**config.mk**
```make
export PLATFORM = sky130hd
export DESIGN_NAME = plat_collide_scan
export DESIGN_NICKNAME = d
export VERILOG_FILES = /design/src/rtl/plat_collide_scan_pkg.sv /design/src/rtl/plat_hit_check.sv /design/src/rtl/plat_collide_scan.sv
export SDC_FILE = /design/constraint.sdc
export NUM_CORES = 1
export LEC_CHECK = 0
export CELL_PAD_IN_SITES_DETAIL_PLACEMENT = 1
export CELL_PAD_IN_SITES_GLOBAL_PLACEMENT = 2
export CORE_MARGIN = 1
export CORE_UTILIZATION = 33
export CTS_BUF_LIST = sky130_fd_sc_hd__clkbuf_8
export CTS_CLUSTER_DIAMETER = 80
export DETAILED_ROUTE_END_ITERATION = 10
export GPL_ROUTABILITY_DRIVEN = 0
export GPL_TIMING_DRIVEN = 0
export PLACE_DENSITY_LB_ADDON = 0.3
export SYNTH_ARGS = -nofsm -noshare
export SYNTH_HDL_FRONTEND = slang
export SYNTH_SLANG_ARGS = --single-unit
export TNS_END_PERCENT = 100
```
**constraint.sdc**
```tcl
create_clock -name sys_clk -period 9.2 [get_ports sys_clk]
set_input_delay 0.92 -clock sys_clk [delete_from_list [all_inputs] [get_ports sys_clk]]
set_output_delay 0.92 -clock sys_clk [all_outputs]
set_load 0.1 [all_outputs]
```
**src/rtl/plat_collide_scan_pkg.sv**
```systemverilog
// Shared game package: geometry constants for the platform/block generator and
// the landing-scan FSM encoding.
package plat_collide_scan_pkg;

   localparam int PlatformNumPerBlock = 7;    // platforms per block
   localparam int PhyWidth            = 16;   // coordinate width
   localparam int CameraWidth         = 6;    // block-index width
   localparam int BlockWidth          = 480;  // block height in pixels
   localparam int BlockLenWidth       = 4;    // platform length field width
   localparam int TileW               = 8;    // pixels per length unit
   localparam int CharW               = 16;   // character width in pixels

   typedef enum logic {
      StIdle = 1'b0,
      StScan = 1'b1
   } scan_state_e;

endpackage

```
**src/rtl/plat_hit_check.sv**
```systemverilog
// Combinational landing test for one platform slot.
// Ports:
//   char_x    - character left edge (absolute)
//   foot_prev - character foot y this frame (signed, y grows upward)
//   foot_next - character foot y proposed next frame (signed)
//   plat_x    - platform left edge
//   plat_top  - absolute platform top y (block base + relative y)
//   plat_len  - platform length in tiles; zero means an empty slot
//   hit       - character crosses the platform top while overlapping it horizontally
module plat_hit_check
   import plat_collide_scan_pkg::*;
#(
   parameter int PHY_WIDTH       = PhyWidth,
   parameter int BLOCK_LEN_WIDTH = BlockLenWidth,
   parameter int TILE_W          = TileW,
   parameter int CHAR_W          = CharW
) (
   input  logic        [PHY_WIDTH-1:0]       char_x,
   input  logic signed [PHY_WIDTH:0]         foot_prev,
   input  logic signed [PHY_WIDTH:0]         foot_next,
   input  logic        [PHY_WIDTH-1:0]       plat_x,
   input  logic signed [PHY_WIDTH+1:0]       plat_top,
   input  logic        [BLOCK_LEN_WIDTH-1:0] plat_len,
   output logic                              hit
);

   // Two guard bits so x + width and base + y never wrap.
   localparam int ExtW = PHY_WIDTH + 2;

   logic signed [ExtW-1:0] cx;
   logic signed [ExtW-1:0] cx_end;
   logic signed [ExtW-1:0] px;
   logic signed [ExtW-1:0] px_end;
   logic signed [ExtW-1:0] len_ext;
   logic signed [ExtW-1:0] fp;
   logic signed [ExtW-1:0] fn;

   assign cx      = signed'({2'b00, char_x});
   assign cx_end  = cx + ExtW'(CHAR_W);
   assign px      = signed'({2'b00, plat_x});
   assign len_ext = signed'({{(ExtW-BLOCK_LEN_WIDTH){1'b0}}, plat_len});
   assign px_end  = px + len_ext * ExtW'(TILE_W);
   assign fp      = {foot_prev[PHY_WIDTH], foot_prev};
   assign fn      = {foot_next[PHY_WIDTH], foot_next};

   assign hit = (plat_len != '0) && (cx_end > px) && (cx < px_end) &&
                (fp >= plat_top) && (fn <= plat_top);

endmodule

```
**src/rtl/plat_collide_scan.sv**
```systemverilog
// Sequential landing scan over the platforms of the current block. A start in
// idle snapshots all inputs, then one slot per cycle is tested; the highest
// hitting platform top wins (lowest slot on ties).
// Ports:
//   sys_clk, sys_rst_n - clock, asynchronous active-low reset
//   start              - one-cycle scan request (ignored while busy)
//   char_x             - character left edge
//   foot_prev/next     - character foot y, this frame / proposed next frame
//   camera_y           - current block index
//   plat_relative_x/y  - packed platform origins, slot i at bits i*PHY_WIDTH
//   plat_len           - packed platform lengths in tiles
//   busy               - scan in progress
//   done               - one-cycle result-valid pulse
//   hit, hit_idx       - landing found / winning slot
//   land_y             - winning platform top, or foot_next on a miss
module plat_collide_scan
   import plat_collide_scan_pkg::*;
#(
   parameter int PLATFORM_NUM_PER_BLOCK = PlatformNumPerBlock,
   parameter int PHY_WIDTH              = PhyWidth,
   parameter int CAMERA_WIDTH           = CameraWidth,
   parameter int BLOCK_WIDTH            = BlockWidth,
   parameter int BLOCK_LEN_WIDTH        = BlockLenWidth,
   parameter int TILE_W                 = TileW,
   parameter int CHAR_W                 = CharW
) (
   input  logic                                              sys_clk,
   input  logic                                              sys_rst_n,
   input  logic                                              start,
   input  logic        [PHY_WIDTH-1:0]                       char_x,
   input  logic signed [PHY_WIDTH:0]                         foot_prev,
   input  logic signed [PHY_WIDTH:0]                         foot_next,
   input  logic        [CAMERA_WIDTH-1:0]                    camera_y,
   input  logic        [PLATFORM_NUM_PER_BLOCK*PHY_WIDTH-1:0]       plat_relative_x,
   input  logic        [PLATFORM_NUM_PER_BLOCK*PHY_WIDTH-1:0]       plat_relative_y,
   input  logic        [PLATFORM_NUM_PER_BLOCK*BLOCK_LEN_WIDTH-1:0] plat_len,
   output logic                                              busy,
   output logic                                              done,
   output logic                                              hit,
   output logic        [2:0]                                 hit_idx,
   output logic signed [PHY_WIDTH:0]                         land_y
);

   localparam int ExtW = PHY_WIDTH + 2;
   localparam logic [2:0] LastSlot = 3'(PLATFORM_NUM_PER_BLOCK - 1);

   scan_state_e state_q, state_d;
   logic [2:0]  slot_q, slot_d;

   // Input snapshot taken on an accepted start.
   logic                                              snap_en;
   logic        [PHY_WIDTH-1:0]                       char_x_q;
   logic signed [PHY_WIDTH:0]                         foot_prev_q, foot_next_q;
   logic        [ExtW-1:0]                            base_y_q, base_y_d;
   logic        [PLATFORM_NUM_PER_BLOCK*PHY_WIDTH-1:0]       plat_x_q, plat_y_q;
   logic        [PLATFORM_NUM_PER_BLOCK*BLOCK_LEN_WIDTH-1:0] plat_len_q;

   // Running best candidate across the slots scanned so far.
   logic                   best_hit_q, best_hit_d;
   logic [2:0]             best_idx_q, best_idx_d;
   logic signed [ExtW-1:0] best_top_q, best_top_d;

   logic                     done_q, done_d;
   logic                     hit_q, hit_d;
   logic [2:0]               hit_idx_q, hit_idx_d;
   logic signed [PHY_WIDTH:0] land_y_q, land_y_d;

   // Slot multiplexer feeding the single hit checker.
   logic [PHY_WIDTH-1:0]       slot_x;
   logic [PHY_WIDTH-1:0]       slot_y;
   logic [BLOCK_LEN_WIDTH-1:0] slot_len;
   logic signed [ExtW-1:0]     slot_top;
   logic                       slot_hit;

   assign slot_x   = plat_x_q[slot_q*PHY_WIDTH +: PHY_WIDTH];
   assign slot_y   = plat_y_q[slot_q*PHY_WIDTH +: PHY_WIDTH];
   assign slot_len = plat_len_q[slot_q*BLOCK_LEN_WIDTH +: BLOCK_LEN_WIDTH];
   assign slot_top = signed'(base_y_q + {2'b00, slot_y});

   assign base_y_d = {{(ExtW-CAMERA_WIDTH){1'b0}}, camera_y} * ExtW'(BLOCK_WIDTH);

   plat_hit_check #(
      .PHY_WIDTH       (PHY_WIDTH),
      .BLOCK_LEN_WIDTH (BLOCK_LEN_WIDTH),
      .TILE_W          (TILE_W),
      .CHAR_W          (CHAR_W)
   ) u_hit_check (
      .char_x    (char_x_q),
      .foot_prev (foot_prev_q),
      .foot_next (foot_next_q),
      .plat_x    (slot_x),
      .plat_top  (slot_top),
      .plat_len  (slot_len),
      .hit       (slot_hit)
   );

   logic                   cand_better;
   logic                   nb_hit;
   logic [2:0]             nb_idx;
   logic signed [ExtW-1:0] nb_top;

   always_comb begin
      // Strictly greater replaces, so the lower slot keeps an equal top.
      cand_better = slot_hit && (!best_hit_q || (slot_top > best_top_q));
      nb_hit      = best_hit_q | slot_hit;
      nb_idx      = cand_better ? slot_q : best_idx_q;
      nb_top      = cand_better ? slot_top : best_top_q;

      state_d    = state_q;
      slot_d     = slot_q;
      snap_en    = 1'b0;
      best_hit_d = best_hit_q;
      best_idx_d = best_idx_q;
      best_top_d = best_top_q;
      done_d     = 1'b0;
      hit_d      = hit_q;
      hit_idx_d  = hit_idx_q;
      land_y_d   = land_y_q;

      unique case (state_q)
         StIdle: begin
            if (start) begin
               state_d    = StScan;
               slot_d     = '0;
               snap_en    = 1'b1;
               best_hit_d = 1'b0;
               best_idx_d = '0;
               best_top_d = '0;
            end
         end
         StScan: begin
            best_hit_d = nb_hit;
            best_idx_d = nb_idx;
            best_top_d = nb_top;
            slot_d     = slot_q + 3'd1;
            if (slot_q == LastSlot) begin
               state_d   = StIdle;
               done_d    = 1'b1;
               hit_d     = nb_hit;
               hit_idx_d = nb_hit ? nb_idx : 3'd0;
               land_y_d  = nb_hit ? nb_top[PHY_WIDTH:0] : foot_next_q;
            end
         end
         default: state_d = StIdle;
      endcase
   end

   always_ff @(posedge sys_clk or negedge sys_rst_n) begin
      if (!sys_rst_n) begin
         state_q    <= StIdle;
         slot_q     <= '0;
         best_hit_q <= 1'b0;
         best_idx_q <= '0;
         best_top_q <= '0;
         done_q     <= 1'b0;
         hit_q      <= 1'b0;
         hit_idx_q  <= '0;
         land_y_q   <= '0;
      end else begin
         state_q    <= state_d;
         slot_q     <= slot_d;
         best_hit_q <= best_hit_d;
         best_idx_q <= best_idx_d;
         best_top_q <= best_top_d;
         done_q     <= done_d;
         hit_q      <= hit_d;
         hit_idx_q  <= hit_idx_d;
         land_y_q   <= land_y_d;
      end
   end

   always_ff @(posedge sys_clk or negedge sys_rst_n) begin
      if (!sys_rst_n) begin
         char_x_q    <= '0;
         foot_prev_q <= '0;
         foot_next_q <= '0;
         base_y_q    <= '0;
         plat_x_q    <= '0;
         plat_y_q    <= '0;
         plat_len_q  <= '0;
      end else if (snap_en) begin
         char_x_q    <= char_x;
         foot_prev_q <= foot_prev;
         foot_next_q <= foot_next;
         base_y_q    <= base_y_d;
         plat_x_q    <= plat_relative_x;
         plat_y_q    <= plat_relative_y;
         plat_len_q  <= plat_len;
      end
   end

   assign busy    = (state_q == StScan);
   assign done    = done_q;
   assign hit     = hit_q;
   assign hit_idx = hit_idx_q;
   assign land_y  = land_y_q;

endmodule

```
==> impl_metrics.env, run 1 <==
export IMPL_finalNetCount=2982
export IMPL_r2r_end="best_top_q[8]"
export IMPL_synth_edf_count=0
export IMPL_power_share_combinational=0.578
export IMPL_postRouteAntennaNets=0
export IMPL_reg2reg_from="slot_q[0]"
export IMPL_rows=87
export IMPL_crit_type="reg -> reg"
export IMPL_tightestPinTransition_ns=1.257
export IMPL_final_common_cell="nand2_1"
export IMPL_pwr_share_seq=0.273
export IMPL_cts_hold_buf=0
export IMPL_wire_per_inst_microns=21.16
export IMPL_crit_slowest_cell="buf_1"
export IMPL_slowest_delay_ns=0.89
export IMPL_p_per_area_nw_per_um2=413.7
export IMPL_initial_utilization=0.3362
export IMPL_syn_area_per_cell_sq_um=8.873
export IMPL_dr_pass1_iters=4
export IMPL_critPathMaxFanout=10
export IMPL_path_clk_slew_ns=0.05
export IMPL_fill_cells=6666
export IMPL_dp_slack_ns=0.2102
export IMPL_finalCriticalPeriod_ns=8.519
export IMPL_cts_buffer_depth=3
export IMPL_grt_max_degree=117
export IMPL_grt_pass1_wl_mm=109.9
export IMPL_p_leak_nw=12.06
export IMPL_synth_cells=2153
export IMPL_synth_fp_nets=2578
export IMPL_ys_seq_area_frac=0.4703
export IMPL_synth_seq_cells=359
export IMPL_dpl_cell_count=3244
export IMPL_rsz0062_at_grt="false"
export IMPL_grt_ovfl_total=0
export IMPL_slew_viol_final=0
export IMPL_p_clk_frac=0.149
export IMPL_grt_pass1_vias=18190
export IMPL_fin_cells=3358
export IMPL_crit_buf_inv=6
export IMPL_grt_antenna_before_repair=3
export IMPL_period_share=0.9259
export IMPL_skew_ns=0.03191
export IMPL_yosysUniqueCellTypes=69
export IMPL_fin_tns_setup_ns=0
export IMPL_drt_iter0_drc=845
export IMPL_crit_required_ns=9.75
export IMPL_outcome="finished clean"
export IMPL_vias=16770
export IMPL_core_area_sq_um=56820
export IMPL_reg2regPathDepth=27
export IMPL_die_y_microns=242.6
export IMPL_die_w_microns=242.6
export IMPL_hold_viol=0
export IMPL_clock_sinks=359
export IMPL_die_area_sq_um=58850
export IMPL_grt_usage=0.2456
export IMPL_r2r_slack_ns=0.68
export IMPL_vdd_drop_max_mv=0.1699
export IMPL_startpoint_type="register"
export IMPL_cts_tree="done"
export IMPL_drc=0
export IMPL_cp_common_cell="buf_6"
export IMPL_drive_gt1_frac=0.06421
export IMPL_finalSetupViolations=0
export IMPL_vias_per_cell=4.995
export IMPL_p_switching_mw=4.882
export IMPL_synth_main_ff_cell="dfrtp_1"
export IMPL_area_growth_pct=29.54
export IMPL_internal_power_mw=5.357
export IMPL_clk_latency_ns=0.66
export IMPL_synth_async_reset_ratio=1.000
export IMPL_portBuffers=332
export IMPL_fmax_mhz=117.4
export IMPL_slew_headroom=0.1531
export IMPL_syn_area_sq_um=19100
export IMPL_wl_mm=71.06
export IMPL_drv_cap=0
export IMPL_cts_root_buf="clkbuf_8"
export IMPL_cts_made_buffers=68
export IMPL_htree_levels=3
export IMPL_hold_class="in -> async"
export IMPL_fin_ws_ns=0.6814
export IMPL_total_power_mw=10.24
export IMPL_cp_top_family="compound AO/OA/AOI/OAI gates"
export IMPL_ios=334
export IMPL_dp_hpwl_mm=55.06
export IMPL_sw_frac_of_total=0.4768
export IMPL_cp_end_kind="register"
export IMPL_final_cell_mix="967 x nand2_1, 359 x dfrtp_1, 331 x clkdlybuf4s50_1"
export IMPL_yosysWarnings=0
export IMPL_timing_hold_ws_ns=0.2380
export IMPL_arrival_ns=9.07
state kept, by name (all words and copies together) (netlist names), 3 cells and up:
| register | count |
|---|---|
| base_y_q | 10 |
| best_idx_q | 3 |
| best_top_q | 17 |
| char_x_q | 16 |
| foot_next_q | 17 |
| foot_prev_q | 17 |
| hit_idx | 3 |
| land_y | 17 |
| plat_len_q | 28 |
| plat_x_q | 112 |
| plat_y_q | 112 |
| slot_q | 3 |
power by group through the flow:
stage	clock, mW	sequential [mW]	combinational [mW]
floorplan	0	2.87	3.86
global placement	0	2.78	5.68
detailed placement	0	2.80	5.93
CTS	1.57	2.79	5.95
global route	1.62	2.88	6.62
finish	1.52	2.79	5.92
how the worst max path moves through the flow:
stage	cells past startpoint	slack, ns	from	to
after floorplan	28	2.65	slot_q[1]	best_idx_q[1]
after global placement	1	-9.17	sys_rst_n	plat_x_q[43]
after CTS	32	0.17	slot_q[1]	best_idx_q[2]
final	27	0.68	slot_q[0]	best_top_q[8]
after detailed placement	32	0.21	slot_q[1]	best_top_q[15]
after global routing	29	0.09	slot_q[0]	best_top_q[8]
cells by family (layout without fill, tap and decap cells):
kind of cell / Yosys count / count (layout) / synth area share
simple gates: 1117 / 1117 / 0.2345
other cells: 0 / 1 / 0
buf+inv: 167 / 615 / 0.03832
mux: 104 / 104 / 0.07349
compound gates: 254 / 254 / 0.08698
fa+ha+maj: 114 / 114 / 0.07899
flops: 359 / 359 / 0.4703
xor+xnor: 38 / 38 / 0.01742
repair_timing:
item,CTS,global route
resized for setup,0,4
buffers inserted,0,0
endpoints found under the setup margin,0,41
area by class of cell:
cell class	count	area, sq um	share of cell area
multi-input cells	1627	9388	0.3794
flip-flops and latches	359	8984	0.3630
repair buffers	335	3411	0.1378
clock buffers	78	1074	0.04338
well taps	756	945.9	0.03822
plain buffers	111	524.3	0.02119
clock inverters	36	211.5	0.008545
inverters	55	206.4	0.008343
diodes	1	2.502	0.0001011
per-stage QoR:
| step | area [sq um] | util |
|---|---|---|
| finish | 24750 | 0.4355 |
| global route | 24750 | 0.4355 |
| CTS | 24750 | 0.4355 |
| detailed placement | 23460 | 0.4129 |
| global placement | 23370 | 0.4113 |
| floorplan | 19100 | - |
metal layers:
layer / global-route usage / wire length [microns]
met1: 0.3379 / 32950
met2: 0.4056 / 33830
met3: 0.03748 / 2900
met4: 0.05753 / 1352
met5: 0 / 22
worst reg2reg max path, cell delays in order, from the launching register on:
cell and delay (ns):
dfrtp_1 0.43, buf_6 0.22, buf_6 0.23, clkbuf_1 0.60, buf_1 0.89, mux4_2 0.62
nand2_1 0.08, o21ai_0 0.18, ha_1 0.41, nor2b_1 0.17, o2111ai_1 0.27, nand3b_1 0.19
a21o_1 0.22, a21oi_1 0.17, xnor2_1 0.26, inv_1 0.15, ha_1 0.31, nand4_1 0.15
nor2_1 0.06, a221o_1 0.34, o21ai_0 0.50, o2111ai_1 0.38, a2111oi_4 0.50, nand4_4 0.18
nor4_4 0.51, buf_6 0.25, nand2_1 0.07, o31ai_1 0.09
synthesized netlist by cell type (all sizes together) (9+ instances only):
master	n	share of area
o31ai	9	0.0035
nand4	11	0.0044
clkbuf	88	0.017
xnor2	25	0.011
a21oi	71	0.019
o21ai	64	0.017
a221oi	12	0.0055
fa	11	0.012
nand2	967	0.19
nand3	19	0.0050
o22ai	15	0.0049
mux2i	66	0.035
mux4	28	0.033
nor2b	10	0.0038
dfrtp	359	0.47
nor2	58	0.012
xor2	13	0.0060
and3	24	0.0079
ha	103	0.067
a21o	30	0.012
buf	24	0.010
mux2	10	0.0059
inv	55	0.011
Note: power is estimated with default switching activity, not from simulation.
==> run 2: changes to the inputs <==
- SETUP_SLACK_MARGIN: default -> 0.1
==> run 2 against run 1 <==
  * Sequential power hardly changed
  * First-iteration DRC count is 1.8% higher
  * Power hardly changed
  * Core utilization hardly changed
  * Highest routed layer unchanged
  * Via count is 0.15% lower
==> impl_metrics.env, run 2 (synthesis gave the netlist of run 1 again) <==
export IMPL_hold_class="in -> async"
export IMPL_outcome="finished clean"
export IMPL_fin_ws_ns=0.6660
export IMPL_grt_usage=0.2456
export IMPL_finalSetupViolations=0
export IMPL_drc=0
export IMPL_grt_pass1_wl_mm=109.9
export IMPL_die_area_sq_um=58850
export IMPL_vias_per_cell=4.987
export IMPL_crit_required_ns=9.75
export IMPL_final_common_cell="nand2_1"
export IMPL_clk_latency_ns=0.66
export IMPL_wl_mm=71.06
export IMPL_grt_max_degree=117
export IMPL_skew_ns=0.03038
export IMPL_crit_type="reg -> reg"
export IMPL_fmax_mhz=117.2
export IMPL_arrival_ns=9.08
export IMPL_slew_headroom=0.1468
export IMPL_fin_tns_setup_ns=0
export IMPL_portBuffers=332
export IMPL_top_regs="plat_x_q: 112 flops, plat_y_q: 112 flops, plat_len_q: 28 flops"
export IMPL_multi_input_area_sq_um=9388
export IMPL_htree_levels=3
export IMPL_rows=87
export IMPL_dp_hpwl_mm=55.06
export IMPL_period_share=0.9276
export IMPL_fill_cells=6663
export IMPL_p_per_area_nw_per_um2=413.7
export IMPL_dp_slack_ns=0.2102
export IMPL_die_w_microns=242.6
export IMPL_ios=334
export IMPL_critPathMaxFanout=10
export IMPL_grt_ovfl_total=0
export IMPL_hold_viol=0
export IMPL_dpl_cell_count=3244
export IMPL_startpoint_type="register"
export IMPL_vdd_drop_max_mv=0.1698
export IMPL_cts_made_buffers=68
export IMPL_clock_sinks=359
export IMPL_r2r_slack_ns=0.67
export IMPL_rsz0062_at_grt="false"
export IMPL_final_cell_mix="967 x nand2_1, 359 x dfrtp_1, 331 x clkdlybuf4s50_1"
export IMPL_final_seq_area_sq_um=8984
export IMPL_grt_antenna_before_repair=3
export IMPL_dr_pass1_iters=5
export IMPL_area_growth_pct=29.57
export IMPL_drt_iter0_drc=860
export IMPL_finalNetCount=2982
export IMPL_timing_hold_ws_ns=0.2432
export IMPL_cts_tree="done"
export IMPL_die_y_microns=242.6
export IMPL_vias=16750
export IMPL_finalCriticalPeriod_ns=8.534
export IMPL_cts_root_buf="clkbuf_8"
export IMPL_cp_end_kind="register"
export IMPL_postRouteAntennaNets=0
export IMPL_path_clk_slew_ns=0.05
export IMPL_core_area_sq_um=56820
export IMPL_tightestPinTransition_ns=1.266
export IMPL_slew_viol_final=0
export IMPL_wire_per_inst_microns=21.16
export IMPL_p_leak_nw=12.06
export IMPL_drive_gt1_frac=0.06421
export IMPL_fin_cells=3358
export IMPL_cts_buffer_depth=3
export IMPL_grt_pass1_vias=18190
export IMPL_drv_cap=0
export IMPL_initial_utilization=0.3362
[run 2: cell types whose count changed in the layout (fill, tap and decap cells not counted), sizes merged]
cell / delta
buf: -1
clkdlybuf4s15: +1
[run 2: cell type report]
class,count,share of cell area
clock inverters,36,0.008543
flip-flops and latches,359,0.3629
repair buffers,335,0.1378
inverters,55,0.008340
clock buffers,78,0.04337
diodes,1,0.0001011
multi-input cells,1627,0.3793
well taps,756,0.03821
plain buffers,111,0.02143
[run 2: layer usage]
layer,global-route usage,routed length (microns),vias up
met1,0.3379,32930,8355
met5,0,22,-
met4,0.05753,1377,4
met2,0.4056,33820,375
li1,-,-,7914
met3,0.03748,2915,100
[run 2: worst max-delay path, cell delays in order (launching register included)]
cell	delay (ns)
dfrtp_1	0.43
buf_6	0.22
buf_6	0.22
clkbuf_1	0.61
clkdlybuf4s15_1	0.90
mux4_2	0.60
nand2_1	0.08
o21ai_0	0.18
ha_1	0.41
nor2b_1	0.16
o2111ai_1	0.27
nand3b_1	0.19
a21o_1	0.22
a21oi_1	0.17
xnor2_1	0.26
inv_1	0.15
ha_1	0.31
nand4_1	0.15
nor2_1	0.06
a221o_1	0.34
o21ai_0	0.50
o2111ai_1	0.38
a2111oi_4	0.50
nand4_4	0.18
nor4_4	0.51
buf_6	0.24
nand2_1	0.07
o31ai_1	0.09
[run 2: through the flow]
step	power, mW	instance area, sq um	utilization
finish	10.24	24750	0.4356
CTS	10.31	24750	0.4355
global route	11.13	24750	0.4356
global placement	8.463	23370	0.4113
floorplan	6.725	19100	-
detailed placement	8.733	23460	0.4129
[run 2: what timing repair did]
| action | CTS | global route |
|---|---|---|
| resized for setup | 0 | 5 |
| hold buffers | 0 | 0 |
| buffers inserted | 0 | 0 |
| hold endpoints to repair | 0 | 0 |
| endpoints found under the setup margin | 0 | 42 |
[run 2: worst paths after layout]
| kind | start | to | cells after the start |
|---|---|---|---|
| setup / recovery | slot_q[0] | best_top_q[8] | 27 |
| hold / removal | sys_rst_n | land_y[14] | 1 |
| setup reg to reg | slot_q[0] | best_top_q[8] | 27 |
| hold reg to reg | plat_y_q[48] | plat_y_q[48] | 2 |
| max in group asynchronous | sys_rst_n | plat_x_q[59] | 4 |
| min in group sys_clk | plat_y_q[48] | plat_y_q[48] | 2 |
[run 2: report_power, final]
part / switching (mW) / internal (mW) / leakage, nW
registers: 0.489 / 2.30 / 4.51
clock network: 0.721 / 0.802 / 0.743
logic: 3.67 / 2.25 / 6.81
